### src/rtl/duty_ramp.sv
// Slew-limited duty command for the PWM stage: moves duty toward an accepted target by at most
// STEP per PWM period, updating only at period boundaries. Define DUTY_CLAMP_EN to clamp targets to MAX_DUTY.
module duty_ramp #(
  parameter int unsigned STEP     = 8,
  parameter int unsigned MAX_DUTY = 1000
) (
  input  logic       clk,
  input  logic       rst_n,
  input  logic [9:0] tgt_duty,
  input  logic       tgt_vld,
  output logic       tgt_rdy,
  input  logic       brake,
  output logic [9:0] duty,
  output logic       ramp_done,
  output logic       period_end
`ifdef DUTY_CLAMP_EN
  ,
  output logic       clamp_hit
`endif
);

  typedef enum logic [1:0] {HOLD, RAMP, BRAKE} state_t;

  localparam logic [10:0] STEP_C = 11'(STEP);

  if (STEP == 0 || STEP > 1023 || MAX_DUTY > 1023) begin : g_param_check
    $error("duty_ramp: STEP must be 1..1023 and MAX_DUTY at most 1023");
  end

  state_t      state_q, state_d;
  logic [9:0]  cnt_q;
  logic [9:0]  duty_q, duty_d;
  logic [9:0]  tgt_q, tgt_d;
  logic        ramp_done_q;
  logic [9:0]  tgt_in;
  logic        xfer;
  logic [10:0] diff;
  logic [10:0] up_sum;
  logic [10:0] dn_sum;

  assign tgt_rdy    = (state_q != BRAKE);
  assign period_end = (cnt_q == 10'd1023);
  assign duty       = duty_q;
  assign ramp_done  = ramp_done_q;
  // brake has priority over any handshake in the same cycle
  assign xfer       = tgt_vld & tgt_rdy & ~brake;

`ifdef DUTY_CLAMP_EN
  localparam logic [9:0] MAX_DUTY_C = 10'(MAX_DUTY);

  logic clamp_hit_q;
  logic over;

  assign over      = (tgt_duty > MAX_DUTY_C);
  assign tgt_in    = over ? MAX_DUTY_C : tgt_duty;
  assign clamp_hit = clamp_hit_q;

  always_ff @(posedge clk or negedge rst_n) begin
    if (!rst_n) begin
      clamp_hit_q <= 1'b0;
    end else begin
      clamp_hit_q <= xfer & over;
    end
  end
`else
  assign tgt_in = tgt_duty;
`endif

  // The 11-bit difference is always positive, so a step larger than diff can never be taken
  assign diff   = (tgt_q > duty_q) ? ({1'b0, tgt_q} - {1'b0, duty_q})
                                   : ({1'b0, duty_q} - {1'b0, tgt_q});
  assign up_sum = {1'b0, duty_q} + STEP_C;
  assign dn_sum = {1'b0, duty_q} - STEP_C;

  always_comb begin
    state_d = state_q;
    duty_d  = duty_q;
    tgt_d   = tgt_q;
    if (brake) begin
      state_d = BRAKE;
      duty_d  = '0;
      tgt_d   = '0;
    end else if (state_q == BRAKE) begin
      state_d = HOLD;
    end else begin
      if (state_q == RAMP && period_end) begin
        if (diff <= STEP_C) begin
          duty_d  = tgt_q;
          state_d = HOLD;
        end else if (tgt_q > duty_q) begin
          duty_d = up_sum[9:0];
        end else begin
          duty_d = dn_sum[9:0];
        end
      end
      // A boundary step above already used the old target; the new one applies from the next boundary
      if (xfer) begin
        tgt_d   = tgt_in;
        state_d = (tgt_in != duty_d) ? RAMP : HOLD;
      end
    end
  end

  always_ff @(posedge clk or negedge rst_n) begin
    if (!rst_n) begin
      cnt_q       <= '0;
      duty_q      <= '0;
      tgt_q       <= '0;
      state_q     <= HOLD;
      ramp_done_q <= 1'b1;
    end else begin
      cnt_q       <= cnt_q + 10'd1;
      duty_q      <= duty_d;
      tgt_q       <= tgt_d;
      state_q     <= state_d;
      ramp_done_q <= (state_d == HOLD);
    end
  end

endmodule

### config.mk
export PLATFORM = sky130hd
export DESIGN_NAME = duty_ramp
export DESIGN_NICKNAME = d
export VERILOG_FILES = /design/src/rtl/duty_ramp.sv
export SDC_FILE = /design/constraint.sdc
export NUM_CORES = 1
export LEC_CHECK = 0
export ABC_AREA = 1
export CAP_MARGIN = 0
export CORE_MARGIN = 10
export CORE_UTILIZATION = 64
export DETAILED_ROUTE_END_ITERATION = 6
export PLACE_DENSITY = 0.94
export SETUP_SLACK_MARGIN = 0.5
export SYNTH_ARGS = -nofsm -noshare
export SYNTH_HDL_FRONTEND = slang
export SYNTH_SLANG_ARGS = --single-unit
### constraint.sdc
create_clock -name clk -period 9.7 [get_ports clk]
set_input_delay 2.425 -clock clk [delete_from_list [all_inputs] [get_ports clk]]
set_output_delay 2.425 -clock clk [all_outputs]
set_load 0.005 [all_outputs]
==> run metrics <==
vias in the first global route=3,279; share of the yosys chip area belonging to registers=0.263; CP Launch Point=cnt_q[0]$_DFF_PN0_; Distinct cells, synth=37; most frequently used flop master after synthesis=dfrtp_1; chip width=90.1 µm; Comb power frac=0.369; Startpoint Class=flop; initial antenna violation count=0; Seq pwr share=0.352; hold_sp=cnt_q[0]$_DFF_PN0_; Placed Instances=570; clock latency on the worst-skew pair=0.29 ns; P_int=0.256 mW; sw frac=0.379; largest net degree at the start of global routing=34; crit path kind=reg -> out; CP dominant cell by count=nor3_2; Core Box Area=4750 µm²; # port buffers=26; reg2reg start=duty[3]$_DFFE_PN0P_; top sig layer=met4; #FFs+latches synth=33; die area=8120 µm²; CTS Buf Count=5; Max Cap Viol=0; die height=90.1 µm; status=finished clean; post-CTS resize count=0; clock share of power=0.279; GRT Total Usage=0.208; Synth Warn #=0; 1st-iter DRT viols=253; Slowest-stage cell, CP=clkdlybuf4s50_1; leakage=1.96 nW; total negative slack=0 ns; Antenna Nets Post-Route=0; RSZ-0062 raised after global routing=false; DRC Markers=0; Worst EP required=7.28 ns; Post-Synthesis Net Count=523; Hold Path End=cnt_q[0]$_DFF_PN0_; final cycle utilization of the critical path=0.474; final WL=8710 µm; met3 wire length=725 µm; worst r2r dst=ramp_done$_DFF_PN1_; worst-case vdd ir drop=0.000107 V; cts hold-fix bufs=0; critical path arrival=2.17 ns; first-pass GRT wire length=14,500 µm; Mapped Area=3150 µm²; CTS sink cnt=33; EDFF count, synth=0; Fmax=0.218 GHz; CP max FO=4; Max Slew Vio Count=0; Post-synth ARST share=1.00; non-filler instance count after layout=578; setup violators final=0; layout cells sized above 1=0.0626; endpoint type of the worst setup path=primary output; worst slew pin tran=0.500 ns; count of standard-cell rows=25; clock root cell=clkbuf_8; crit-path max cell delay=0.57 ns; switching power=0.156 mW; Starting Density=0.662; P per Cell Area=116 nW/µm²; antenna cell count=0; wire length on met2=4330 µm; clock skew=0.0123 ns; via count=3,292; drt first pass iters=5; area grow syn2layout=12.6%; Worst-path clk slew=0.06 ns; clock buffer depth=2; WHS Path Cells=1; Slew HR=0.666; final hold viol count=0; I/O pins=27; CTS H-tree lvls=2; TritonCTS clock tree=built; Tightest Hold Check Type=reg -> reg; Mapped Avg Cell Area=6.53 µm²; Final Power=0.412 mW; r2r setup slk=5.76 ns; fill count=367; Final HPWL DP=6680 µm; CP Cell Sequence=ha_1 -> nand3_1 -> nor3_2 -> nand2_1 -> nor3_2 -> clkdlybuf4s50_1; Nets=551; post-CTS setup buffers=0; vias per cell=5.70; min cycle time layout=4.59 ns; Worst Reg-to-Reg Cells=23; routability cong.=0.945; M1 WL=3350 µm; Cells after Synth=482; WL/cell=15.1 µm; final core utilization=0.746; grt ovf=0
[cells in the final DEF (no fill, tap or decap), types with 3 or more instances in the layout]
master and count:
clkdlybuf4s50_1 26, nand4_1 9, nand2_2 4, nor2_1 36, ha_1 26, nand2_1 154
nor2_2 3, xor2_1 13, nand2_4 3, o22ai_1 9, o21ai_0 5, inv_1 85
a21oi_1 17, dfrtp_1 32, nand3_1 52, clkbuf_8 7
[cell usage after synthesis (all sizes together), types with 5 or more instances]
library cell | n | area share
a21oi | 19 | 0.033
buf | 5 | 0.017
dfrtp | 32 | 0.25
ha | 26 | 0.10
inv | 87 | 0.10
nand2 | 161 | 0.20
nand3 | 54 | 0.089
nand4 | 12 | 0.033
nor2 | 39 | 0.049
o21ai | 5 | 0.0079
o22ai | 9 | 0.018
xor2 | 13 | 0.036
[worst max-delay path, delay by kind of cell (launching register included)]
kind                       cells  cell delay [ns]
adders and majority gates      1             0.20
buffers and inverters          1             0.57
DFF                            1             0.39
and+or+nand+nor                4             0.73
[power by group through the flow]
stage	sequential, mW	combinational [mW]	clock (mW)
2_1_floorplan	0.147	0.115	0
3_3_place_gp	0.147	0.143	0
3_5_place_dp	0.147	0.148	0
4_1_cts	0.145	0.149	0.114
5_1_grt	0.145	0.171	0.119
6_report	0.145	0.152	0.115
[how the worst max path moves through the flow]
| stage | slack, ns | cells after the start | to |
|---|---|---|---|
| 5_1_grt | 5.00 | 6 | period_end |
| 2_1_floorplan | 6.16 | 5 | period_end |
| 6_report | 5.11 | 6 | period_end |
| 3_5_place_dp | 5.43 | 6 | period_end |
| 4_1_cts | 5.12 | 6 | period_end |
| 3_3_place_gp | 5.57 | 6 | period_end |
[registers in the layout (all words and copies together) (netlist names)]
| name | count |
|---|---|
| duty | 10 |
| cnt_q | 10 |
| state_q | 2 |
| ramp_done | 1 |
| tgt_q | 10 |
[kinds of logic after synthesis]
kind of cell | synth area share
and+or+nand+nor | 0.391
buffers and inverters | 0.123
AOI/OAI and AO/OA | 0.0723
DFF | 0.263
adders and majority gates | 0.110
xor gates and xnor gates | 0.0417
[through the flow]
stage / worst slack, ns / hold slack (ns) / instance area (µm²)
after floorplan: 6.16 / 0.437 / 3150
after global placement: 5.57 / 0.450 / 3440
after detailed placement: 5.43 / 0.477 / 3440
after CTS: 5.12 / 0.486 / 3540
after global routing: 5.00 / 0.497 / 3540
final: 5.11 / 0.483 / 3540
[routing by layer]
| layer | vias to the layer above | track usage |
|---|---|---|
| li1 | 1571 | - |
| met1 | 1494 | 0.227 |
| met2 | 191 | 0.372 |
| met3 | 36 | 0.0416 |
| met4 | 0 | 0.106 |
| met5 | - | 0 |
[layout make-up]
class / count / area (µm²) / area share
clock inverter: 1 / 5.00 / 0.00141
clock buffer: 7 / 96.3 / 0.0272
timing repair buffer: 27 / 268 / 0.0755
inverter: 88 / 330 / 0.0932
tap: 67 / 83.8 / 0.0236
multi-input combinational: 355 / 1930 / 0.546
sequential: 33 / 827 / 0.233
Note: power is estimated with default switching activity, not from simulation.
